$ cat src/rtl/nonogram_solver.sv
// Nonogram line propagator: filters candidate patterns for one line at a
// time against deduced cells and commits cells all survivors agree on.
//
// Ports:
//   clk, rst            clock, asynchronous active-low reset
//   started             start pulse (qualified by valid_op), new puzzle
//   option              stream word: line index or candidate pattern
//   num_rows, num_cols  active board size R, C (1..SIZE)
//   valid_op            option word valid this cycle
//   old_options_amnt    initial candidate count per line, sampled on start
//   put_back_to_FIFO    last accepted candidate survived, re-queue it
//   assigned, known     cell values and deduced flags, [row][col]
//   solved              every active cell is known
module nonogram_solver #(
    parameter int SIZE = 3
) (
    input  logic                      clk,
    input  logic                      rst,
    input  logic                      started,
    input  logic [SIZE-1:0]           option,
    input  logic [3:0]                num_rows,
    input  logic [3:0]                num_cols,
    input  logic                      valid_op,
    input  logic [2*SIZE-1:0][6:0]    old_options_amnt,
    output logic                      put_back_to_FIFO,
    output logic [SIZE-1:0][SIZE-1:0] assigned,
    output logic [SIZE-1:0][SIZE-1:0] known,
    output logic                      solved
);

    localparam int LW = $clog2(2 * SIZE);

    typedef enum logic [1:0] {
        IDLE,
        EXPECT_INDEX,
        OPTIONS
    } state_t;

    state_t state, state_n;

    logic [2*SIZE-1:0][6:0] cnt;
    logic [LW-1:0]          lidx;
    logic                   is_row;
    logic [3:0]             pos;
    logic [6:0]             base, seen, survivors;
    logic [SIZE-1:0]        and1, and0;

    logic                   load, take_index, take_cand;
    logic [7:0]             l_ext;
    logic                   in_range, row_word;
    logic [3:0]             pos_word;
    logic [LW-1:0]          lsel;
    logic [6:0]             base_word;

    logic [SIZE-1:0]        line_known, line_val;
    logic                   conflict, consistent, last, commit;
    logic [SIZE-1:0]        and1_c, and0_c;
    logic [6:0]             surv_c;
    logic [SIZE-1:0][SIZE-1:0] set1, set0;
    logic                   all_known;

    // Cell (r,c) sits at option bit b of the current line:
    // row line r: b = C-1-c ; column line c: b = R-1-r.
    function automatic logic hit(input logic row, input logic [3:0] p,
                                 input logic [3:0] nr, input logic [3:0] nc,
                                 input int r, input int c, input int b);
        if (row)
            return (p == 4'(r)) && (nc == 4'(c + b + 1));
        return (p == 4'(c)) && (nr == 4'(r + b + 1));
    endfunction

    // Index word decode
    assign l_ext     = 8'(option);
    assign in_range  = l_ext < (8'(num_rows) + 8'(num_cols));
    assign row_word  = l_ext < 8'(num_rows);
    assign pos_word  = row_word ? l_ext[3:0] : 4'(l_ext - 8'(num_rows));
    assign lsel      = option[LW-1:0];
    // On start the counts load this same cycle, so read them at the source.
    assign base_word = started ? old_options_amnt[lsel] : cnt[lsel];

    // Gather the current line's deduced cells into option bit order
    always_comb begin
        line_known = '0;
        line_val   = '0;
        for (int r = 0; r < SIZE; r++)
            for (int c = 0; c < SIZE; c++)
                for (int b = 0; b < SIZE; b++)
                    if (hit(is_row, pos, num_rows, num_cols, r, c, b)) begin
                        line_known[b] = line_known[b] | known[r][c];
                        line_val[b]   = line_val[b] | assigned[r][c];
                    end
    end

    assign conflict   = |(line_known & (line_val ^ option));
    assign consistent = ~conflict;
    assign and1_c     = consistent ? (and1 & option) : and1;
    assign and0_c     = consistent ? (and0 & ~option) : and0;
    assign surv_c     = survivors + 7'(consistent);
    assign last       = (seen + 7'd1) == base;
    assign commit     = take_cand & last & (surv_c != 7'd0);

    // Agreed cells scattered back onto the board, skipping known ones
    always_comb begin
        set1 = '0;
        set0 = '0;
        for (int r = 0; r < SIZE; r++)
            for (int c = 0; c < SIZE; c++)
                for (int b = 0; b < SIZE; b++)
                    if (hit(is_row, pos, num_rows, num_cols, r, c, b)) begin
                        set1[r][c] = set1[r][c] | (and1_c[b] & ~known[r][c]);
                        set0[r][c] = set0[r][c] | (and0_c[b] & ~known[r][c]);
                    end
    end

    always_comb begin
        all_known = 1'b1;
        for (int r = 0; r < SIZE; r++)
            for (int c = 0; c < SIZE; c++)
                if ((4'(r) < num_rows) && (4'(c) < num_cols) && !known[r][c])
                    all_known = 1'b0;
    end

    // FSM: state register
    always_ff @(posedge clk or negedge rst) begin
        if (!rst)
            state <= IDLE;
        else
            state <= state_n;
    end

    // FSM: next state
    always_comb begin
        state_n = state;
        if (take_index)
            state_n = (in_range && base_word != 7'd0) ? OPTIONS : EXPECT_INDEX;
        else if (take_cand && last)
            state_n = EXPECT_INDEX;
    end

    // FSM: control decode
    always_comb begin
        load       = valid_op & started;
        take_index = valid_op & (started | (state == EXPECT_INDEX));
        take_cand  = valid_op & ~started & (state == OPTIONS);
    end

    // Datapath
    always_ff @(posedge clk or negedge rst) begin
        if (!rst) begin
            cnt              <= '0;
            lidx             <= '0;
            is_row           <= 1'b0;
            pos              <= '0;
            base             <= '0;
            seen             <= '0;
            survivors        <= '0;
            and1             <= '0;
            and0             <= '0;
            put_back_to_FIFO <= 1'b0;
            known            <= '0;
            assigned         <= '0;
            solved           <= 1'b0;
        end else begin
            if (load) begin
                cnt      <= old_options_amnt;
                known    <= '0;
                assigned <= '0;
            end else if (commit) begin
                known    <= known | set1 | set0;
                assigned <= assigned | set1;
            end

            if (take_index) begin
                put_back_to_FIFO <= 1'b0;
                if (in_range) begin
                    lidx      <= lsel;
                    is_row    <= row_word;
                    pos       <= pos_word;
                    base      <= base_word;
                    seen      <= '0;
                    survivors <= '0;
                    and1      <= '1;
                    and0      <= '1;
                end
            end else if (take_cand) begin
                // A sole remaining candidate is final; no need to re-queue.
                put_back_to_FIFO <= consistent && (base != 7'd1);
                seen      <= seen + 7'd1;
                survivors <= surv_c;
                and1      <= and1_c;
                and0      <= and0_c;
                if (conflict)
                    cnt[lidx] <= cnt[lidx] - 7'd1;
            end

            solved <= load ? 1'b0 : (solved | all_known);
        end
    end

endmodule

$ cat config.mk
export PLATFORM = sky130hd
export DESIGN_NAME = nonogram_solver
export DESIGN_NICKNAME = d
export VERILOG_FILES = /design/src/rtl/nonogram_solver.sv
export SDC_FILE = /design/constraint.sdc
export NUM_CORES = 1
export LEC_CHECK = 0
export CAP_MARGIN = 40
export CORE_ASPECT_RATIO = 0.5
export CORE_MARGIN = 2
export CORE_UTILIZATION = 45
export DETAILED_ROUTE_END_ITERATION = 10
export PLACE_DENSITY = 0.65
export SKIP_CTS_REPAIR_TIMING = 1
export SYNTH_ARGS = -nofsm -noshare
export SYNTH_HDL_FRONTEND = slang
export SYNTH_SLANG_ARGS = --single-unit
$ cat constraint.sdc
create_clock -name clk -period 6.3 [get_ports clk]
set_clock_uncertainty 0.05 [all_clocks]
set_input_delay 1.26 -clock clk [delete_from_list [all_inputs] [get_ports clk]]
set_output_delay 1.26 -clock clk [all_outputs]
set_load 0.005 [all_outputs]
==> results of run 1 <==
metal layers:
layer / part of all wire [%] / vias to the layer above / global-route usage [%] / wire length [um]
met5: 0 / - / 0 / 0
met4: 1.9 / 0 / 7.51 / 539
met3: 7.4 / 43 / 4.31 / 2080
met2: 45 / 352 / 47.4 / 12700
met1: 45 / 3828 / 44.6 / 12600
li1: - / 3415 / - / -
area by class of cell:
cell class              instances  area (um2)
clock buffers                  10         239
fillers                      1554        7880
clock inverters                 6        78.8
flip-flops and latches         99        2480
inverters                      28         105
well taps                     234         293
multi-input cells             665        5070
repair buffers                129        1180
per-stage QoR:
stage          cells  hold slack (ps)  setup slack [ps]  utilization [%]
2_1_floorplan    851              416              1090                -
4_1_cts         1171              456               375             54.5
3_5_place_dp    1155              446              51.2             52.7
5_1_grt         1171              483              6.11             54.5
3_3_place_gp    1152              443               152             52.4
6_report        1171              451               321             54.5
layout by cell type (no fill, tap or decap), drive strengths merged, types with 13 or more instances in the layout:
master         count
nor2b             14
nor3              19
o21ai             54
o22ai             24
a31oi             14
nor2              57
buf               55
nand3             24
mux2i            105
inv               31
ha                13
nand2             72
a21oi             30
clkdlybuf4s50     74
dfrtp             99
mux4              24
kinds of logic (layout without fill, tap and decap cells):
group,after synthesis,after routing
and+or+nand+nor,278,278
AOI/OAI and AO/OA,226,226
adders and majority gates,15,15
muxes,129,129
buffers and inverters,87,173
xor gates and xnor gates,17,17
DFF,99,99
cells in the mapped netlist (5+ instances only):
library cell / n
nor4_1: 5
a221oi_1: 8
nand3b_1: 10
nand3_1: 24
o21ai_0: 53
o2111ai_1: 5
a31oi_1: 14
a32o_1: 8
mux2i_1: 105
nand4_1: 7
a21oi_1: 30
buf_6: 7
a32oi_1: 5
nor3_2: 5
nand2b_1: 8
dfrtp_1: 99
mux4_2: 24
buf_1: 6
clkbuf_1: 34
nand2_1: 72
xnor2_1: 9
or3_1: 5
nor2_1: 57
xor2_1: 8
o31ai_1: 8
o221ai_1: 6
ha_1: 13
buf_2: 9
nor3_1: 13
or2_2: 5
a21boi_0: 5
nor2b_1: 14
and3b_1: 5
and3_1: 12
inv_1: 28
o22ai_1: 22
a22oi_1: 10
flip-flops by register name, indices dropped and copies added, names as in the netlist:
signal	cells
solved	1
survivors	7
pos	4
seen	7
known	9
state	2
put_back_to_FIFO	1
base	7
and1	3
assigned	9
and0	3
lidx	3
cnt	42
is_row	1
report_power, final:
group	switching (mW)	internal (mW)
Sequential	0.134	0.725
Combinational	0.453	0.328
Clock	0.276	0.328
worst reg2reg max path, cell delays in order (launching register included):
cell and delay, ps:
dfrtp_1 720, or4b_1 810, nor3_1 540, or2_2 260, a22o_1 220, o41a_1 230
nor3_4 70, nor3_2 230, ha_1 220, ha_1 180, and3_1 180, nand3_1 140
nor2_1 120, a21oi_1 50, nor4_1 270, or2_0 300, buf_4 230, nor2_1 60
a22oi_1 180, o211ai_1 120
worst min-delay path by stage:
| stage | startpoint | endpoint | cells past startpoint |
|---|---|---|---|
| floorplan | survivors[5] | survivors[5] | 1 |
| global placement | survivors[6] | survivors[6] | 1 |
| detailed placement | survivors[6] | survivors[6] | 1 |
| CTS | survivors[6] | survivors[6] | 1 |
| global route | survivors[6] | survivors[6] | 1 |
| finish | survivors[6] | survivors[6] | 1 |
==> results.md, run 1 <==
* Part of the cycle the worst path needs at 94.9%
* Portion of synthesized cell area occupied by the leading cell type at 31.2%
* Portion of netlist area occupied by mux cells at 20.1%
* Maximum level of the CTS H-tree at 3
* Violation count after the first detailed-route iteration at 774
* Setup TNS after final layout at 0 ps
* Antenna violation net count after detailed routing at 0
* Total via count after detailed routing at 7638
* Number of remaining DRC errors at 0
* Setup repair after global routing missed its margin: false
* Number of max-capacitance violations reported at 0
* Required time at the endpoint of the critical path at 6470 ps
* Highest attainable clock frequency at 167 MHz
* Total clock buffers created by CTS at 9
* Die Area at 18800 um2
* Pwr/cell area at 238 nW/um2
* CTS Root Cell: clkbuf_16
* Overall power of the completed layout at 2.24 mW
* Fraction of the mapped netlist area in compound gates at 19.7%
* CP Cell Sequence: clkdlybuf4s50_1 > nand2_1 > o22ai_2 > a2111oi_1 > buf_4 > o2111ai_1 > or2_2 > and3_1 > nor3_2 > ha_1 > ha_1 > and3_1 > nand3_1 > nor2_1 > a21oi_1 > nor4_1 > or2_0 > buf_4 > nor2_1 > a22oi_1 > o211ai_1
* Routed wire length per instance at 23.9 um
* Number of antenna violations at the first check in global routing at 0
* Critical path class: primary input to flip-flop
* Layout cell share with drive strength beyond 1 at 13.3%
* Top flip-flop cell by instance count after synthesis: dfrtp_1
* Top cell family by delay on the critical path: simple AND/OR/NAND/NOR gates
* Netlist area before placement at 7940 um2
* Worst min-delay path class: flip-flop to flip-flop
* Number of failing hold endpoints at the final stage at 0
* Total buffers and inverters traversed by the critical path at 3
* Number of max-slew violations in the final report at 0
* Total Wirelength at 28.0 mm
* Result of the run: completed
* TritonCTS clock tree: built
* Register-to-Register Path Depth at 19
* Adder-cell area share of the yosys netlist at 2.55%
* Clock latency on the worst-skew pair at 360 ps
* Post-synthesis net count at 923
* Leakage component of the power at 3.79 nW
* Sink Count at 99
* I/O Pins at 77
* Critical-path top delay cell: clkdlybuf4s50_1
* Combinational family with the most area after synthesis: multiplexers
* Maximum number of pins on one net before global-route repair at 43
* Sequential area share after synthesis at 31.2%
* Data arrival time of the critical path at 6150 ps
* X dimension of the die at 192 um
* Vias in the first global route at 7311
* Number of placement rows at 34
* Critical Path Start Type: primary input
* Worst slew margin relative to its limit at 39.5%
* Critical path depth at 21
* Average instance area after synthesis at 9.33 um2
* Syn Inst Count at 851
* Clock edge transition at the registers on the reported setup and hold paths at 70 ps
* Reg-to-Reg End: known[3]
* Maximum VDD drop at 0.000163 V
* Number of detailed-route iterations in the first pass at 5
* Total overflow reported by the global router at 0
* Final critical delay including setup and external delays at 5980 ps
* Placed wire-length estimate at 21.1 mm
* Synth Warn # at 0
* Final weighted congestion in routability-driven placement at 1.00
* Post-synthesis share of cell area spent on xor and xnor gates at 1.88%
* Critical R2R Launch: pos[1]
* Antenna cell count at 0
* Total cell area at the placement stage at 9120 um2
* Cell type with the largest total area after synthesis: dfrtp_1
* Initial standard-cell utilization of the core at 45.8%
* Biggest area contributors in the synthesized netlist: dfrtp_1 31%, mux2i_1 13%, mux4_2 6.8%
* Worst-margin pin slew at 902 ps
* Via-per-instance ratio at 6.52
* # port buffers at 76
* Critical path origin: num_rows[1]
* Count of state elements after synthesis at 99
* Synth unique cells at 85
* Core area at 17300 um2
* Register-to-register path setup slack at 990 ps
* Crit end category: flip-flop
* Wire length of the first global-routing pass at 43.5 mm
* Longest individual stage delay on the worst path at 660 ps
* Synth async-reset ratio at 100%
* Simple-gate share of the synthesized area at 19.5%
* Post-layout instance area at 9440 um2
* P&R area growth vs syn at 18.9%
* Worst setup path end: known[3]
* Deepest clock path buffer count at 2
* Final count of negative-setup-slack endpoints at 0
* Top fanout value on the critical path at 11
* All-layer global routing usage at 30.4%
* Die Span Y at 97.9 um
* Post-synth EDFFs at 0
* Final Net Count at 1004
(Power assumes the default switching activity.)
==> run 2, diff against run 1 <==
--- a/config.mk
+++ b/config.mk
@@ -10,7 +10,8 @@
 export CORE_MARGIN = 2
 export CORE_UTILIZATION = 45
 export DETAILED_ROUTE_END_ITERATION = 10
-export PLACE_DENSITY = 0.65
+export DONT_BUFFER_PORTS = 1
+export PLACE_DENSITY = 0.6
 export SKIP_CTS_REPAIR_TIMING = 1
 export SYNTH_ARGS = -nofsm -noshare
 export SYNTH_HDL_FRONTEND = slang
==> run 2 against run 1 <==
Non-clock buffer count is 115 lower. Global-route usage is 1.6 points lower. Wire length is 4.3% lower. Sequential power is 0.7% lower. First-iteration DRC count is 14% lower. Highest routed layer unchanged. Largest power group unchanged. Sequential share of layout area is 3.4 points higher. Maximum frequency is 5.7% higher. Utilization is 6.3 points lower. Via count is 5.6% lower. Total power is 5.7% lower. Setup slack better by 320 ps.
==> results.md, run 2 (same netlist as run 1, synthesis figures left out) <==
* TritonCTS clock tree: built
* Worst min-delay path class: flip-flop to flip-flop
* Critical Path Start Type: flip-flop
* Pwr/cell area at 254 nW/um2 (+6.6%)
* Final critical delay including setup and external delays at 5660 ps (-324 ps)
* Total Wirelength at 26.8 mm (-4.3%)
* Routed wire length per instance at 25.4 um (+6.3%)
* Register-to-Register Path Depth at 19 (unchanged)
* Placed wire-length estimate at 19.1 mm (-9.2%)
* Die Area at 18800 um2 (unchanged)
* Metal-1 WL at 11.6 mm (-8.2%)
* Number of max-slew violations in the final report at 0 (unchanged)
* Start point of the worst hold path: survivors[6]
* Clock edge transition at the registers on the reported setup and hold paths at 80 ps (about the same)
* Met2 routed WL at 11.6 mm (-8.4%)
* Top fanout value on the critical path at 18 (+7)
* Hold endpoint: survivors[6]
* Leakage component of the power at 3.29 nW (-13%)
* Required time at the endpoint of the critical path at 6470 ps (about the same)
* Core area at 17300 um2 (unchanged)
* Sink Count at 99 (unchanged)
* Maximum VDD drop at 0.000148 V (-9.0%)
* Final count of negative-setup-slack endpoints at 0 (unchanged)
* Wire length of the first global-routing pass at 41.5 mm (-4.6%)
* Number of failing hold endpoints at the final stage at 0 (unchanged)
* Number of max-capacitance violations reported at 0 (unchanged)
* Highest attainable clock frequency at 177 MHz (+5.7%)
* Number of antenna violations at the first check in global routing at 0 (unchanged)
* # port buffers at 0 (-100%)
* Initial standard-cell utilization of the core at 45.8% (unchanged)
* Deepest clock path buffer count at 2 (unchanged)
* Flip-flop count of the largest register, all copies and words added at 42 (unchanged)
* Met3 wirelength from detailed routing at 2.62 mm (+26%)
* Result of the run: completed
* Worst slew margin relative to its limit at 43.4% (+3.9 points)
* Cell total after placement at 1040 (-10%)
* Number of placement rows at 34 (unchanged)
* Hold Path Depth at 1 (unchanged)
* CTS Root Cell: clkbuf_16
* Most common library cell in the layout ignoring fill and taps: mux2i_1
* Top library cells by usage in the layout, fill and taps aside: 105 x mux2i_1, 99 x dfrtp_1, 72 x nand2_1
* Via-per-instance ratio at 6.84 (+4.9%)
* Antenna cell count at 0 (unchanged)
* Reg-to-Reg End: known[3]
* Number of detailed-route iterations in the first pass at 5 (unchanged)
* All-layer global routing usage at 28.9% (-1.6 points)
* Die Span Y at 97.9 um (unchanged)
* Violation count after the first detailed-route iteration at 663 (-14%)
* Total clock buffers created by CTS at 9 (unchanged)
* Total overflow reported by the global router at 0 (unchanged)
* Most flop-heavy register: cnt
* Layout cell share with drive strength beyond 1 at 10.1% (-3.2 points)
* Critical R2R Launch: pos[1]
* Register-to-register path setup slack at 640 ps (-350 ps)
* Vias in the first global route at 7021 (-4.0%)
* P&R area growth vs syn at 5.11%
* Crit end category: flip-flop
* Worst-margin pin slew at 844 ps (-58.2 ps)
* Final weighted congestion in routability-driven placement at 0.965 (-3.9%)
* Critical path class: flip-flop to flip-flop
* Final Net Count at 889 (-11%)
* Dpl ws at 476 ps (+425 ps)
* I/O Pins at 77 (unchanged)
* Clock latency on the worst-skew pair at 360 ps (about the same)
* Number of remaining DRC errors at 0 (unchanged)
* Setup repair after global routing missed its margin: false
* Antenna violation net count after detailed routing at 0 (unchanged)
* Part of the cycle the worst path needs at 89.8% (-5.1 points)
* Fillers at 1637 (+5.3%)
* Maximum level of the CTS H-tree at 3 (unchanged)
* Maximum number of pins on one net before global-route repair at 100 (+130%)
* Final Instance Count excl. Fillers at 1054 (-10%)
* PnR worst setup slack at 645 ps (+324 ps)
* Top layer in use: met4
* Total via count after detailed routing at 7210 (-5.6%)
* Setup TNS after final layout at 0 ps (unchanged)
* Finished Core Util at 48.2% (-6.3 points)
* Worst Hold Slack at 462 ps (+10.5 ps)
* Data arrival time of the critical path at 5830 ps (-320 ps)
* Biggest regs: cnt: 42 flops, assigned: 9 flops, known: 9 flops
* X dimension of the die at 192 um (unchanged)
[run 2: cell count changes in the layout (fill, tap and decap cells not counted)]
cell	previous run	this run
a31oi_2	0	1
a2111oi_0	2	3
clkdlybuf4s50_1	74	0
buf_6	0	1
clkbuf_8	1	0
a2111oi_1	1	0
buf_4	52	12
buf_12	2	0
a31oi_1	14	13
clkinv_2	0	1
inv_8	2	1
clkinv_4	2	1
[run 2: worst max-delay path by stage]
stage,to,from,cells past startpoint
final,known[3],pos[1],19
after CTS,known[3],num_rows[3],19
after global routing,assigned[3],num_rows[3],19
after detailed placement,known[3],num_rows[3],19
after global placement,known[5],num_rows[3],19
after floorplan,known[8],num_cols[2],19
[run 2: critical path, stage by stage (launching register included)]
cell and delay [ps]:
dfrtp_1 730, or4b_1 790, nor3_1 460, or2_2 280
a22o_1 190, o41a_1 250, nor3_4 100, nor3_2 340
ha_1 260, ha_1 270, and3_1 180, nand3_1 140
nor2_1 120, a21oi_1 50, nor4_1 300, or2_0 340
buf_4 260, nor2_1 70, a22oi_1 210, o211ai_1 120
[run 2: metrics by stage]
stage               power [mW]  cell area (um2)
detailed placement        1.54             8050
global placement          1.53             8030
finish                    2.12             8340
global route              2.23             8340
floorplan                 1.38             7940
CTS                       2.12             8340
[run 2: area by class of cell]
class	instances	area [um2]	area share (%)
clock inverter	5	63.8	0.765
multi-input combinational	665	5070	60.8
tap	234	293	3.51
sequential	99	2480	29.7
timing repair buffer	14	106	1.27
inverter	28	105	1.26
clock buffer	9	225	2.70
[run 2: per-layer routing]
layer  vias to the layer above  global-route usage [%]
li1                       3190                       -
met1                      3590                    39.5
met2                       363                    43.5
met3                        67                    9.24
met4                         0                    9.35
met5                         -                       0
[run 2: power by group]
group | switching (mW) | leakage (nW) | total [mW] | internal [mW]
clock network | 0.266 | 0.144 | 0.574 | 0.309
logic | 0.409 | 1.91 | 0.687 | 0.279
registers | 0.128 | 1.23 | 0.854 | 0.726
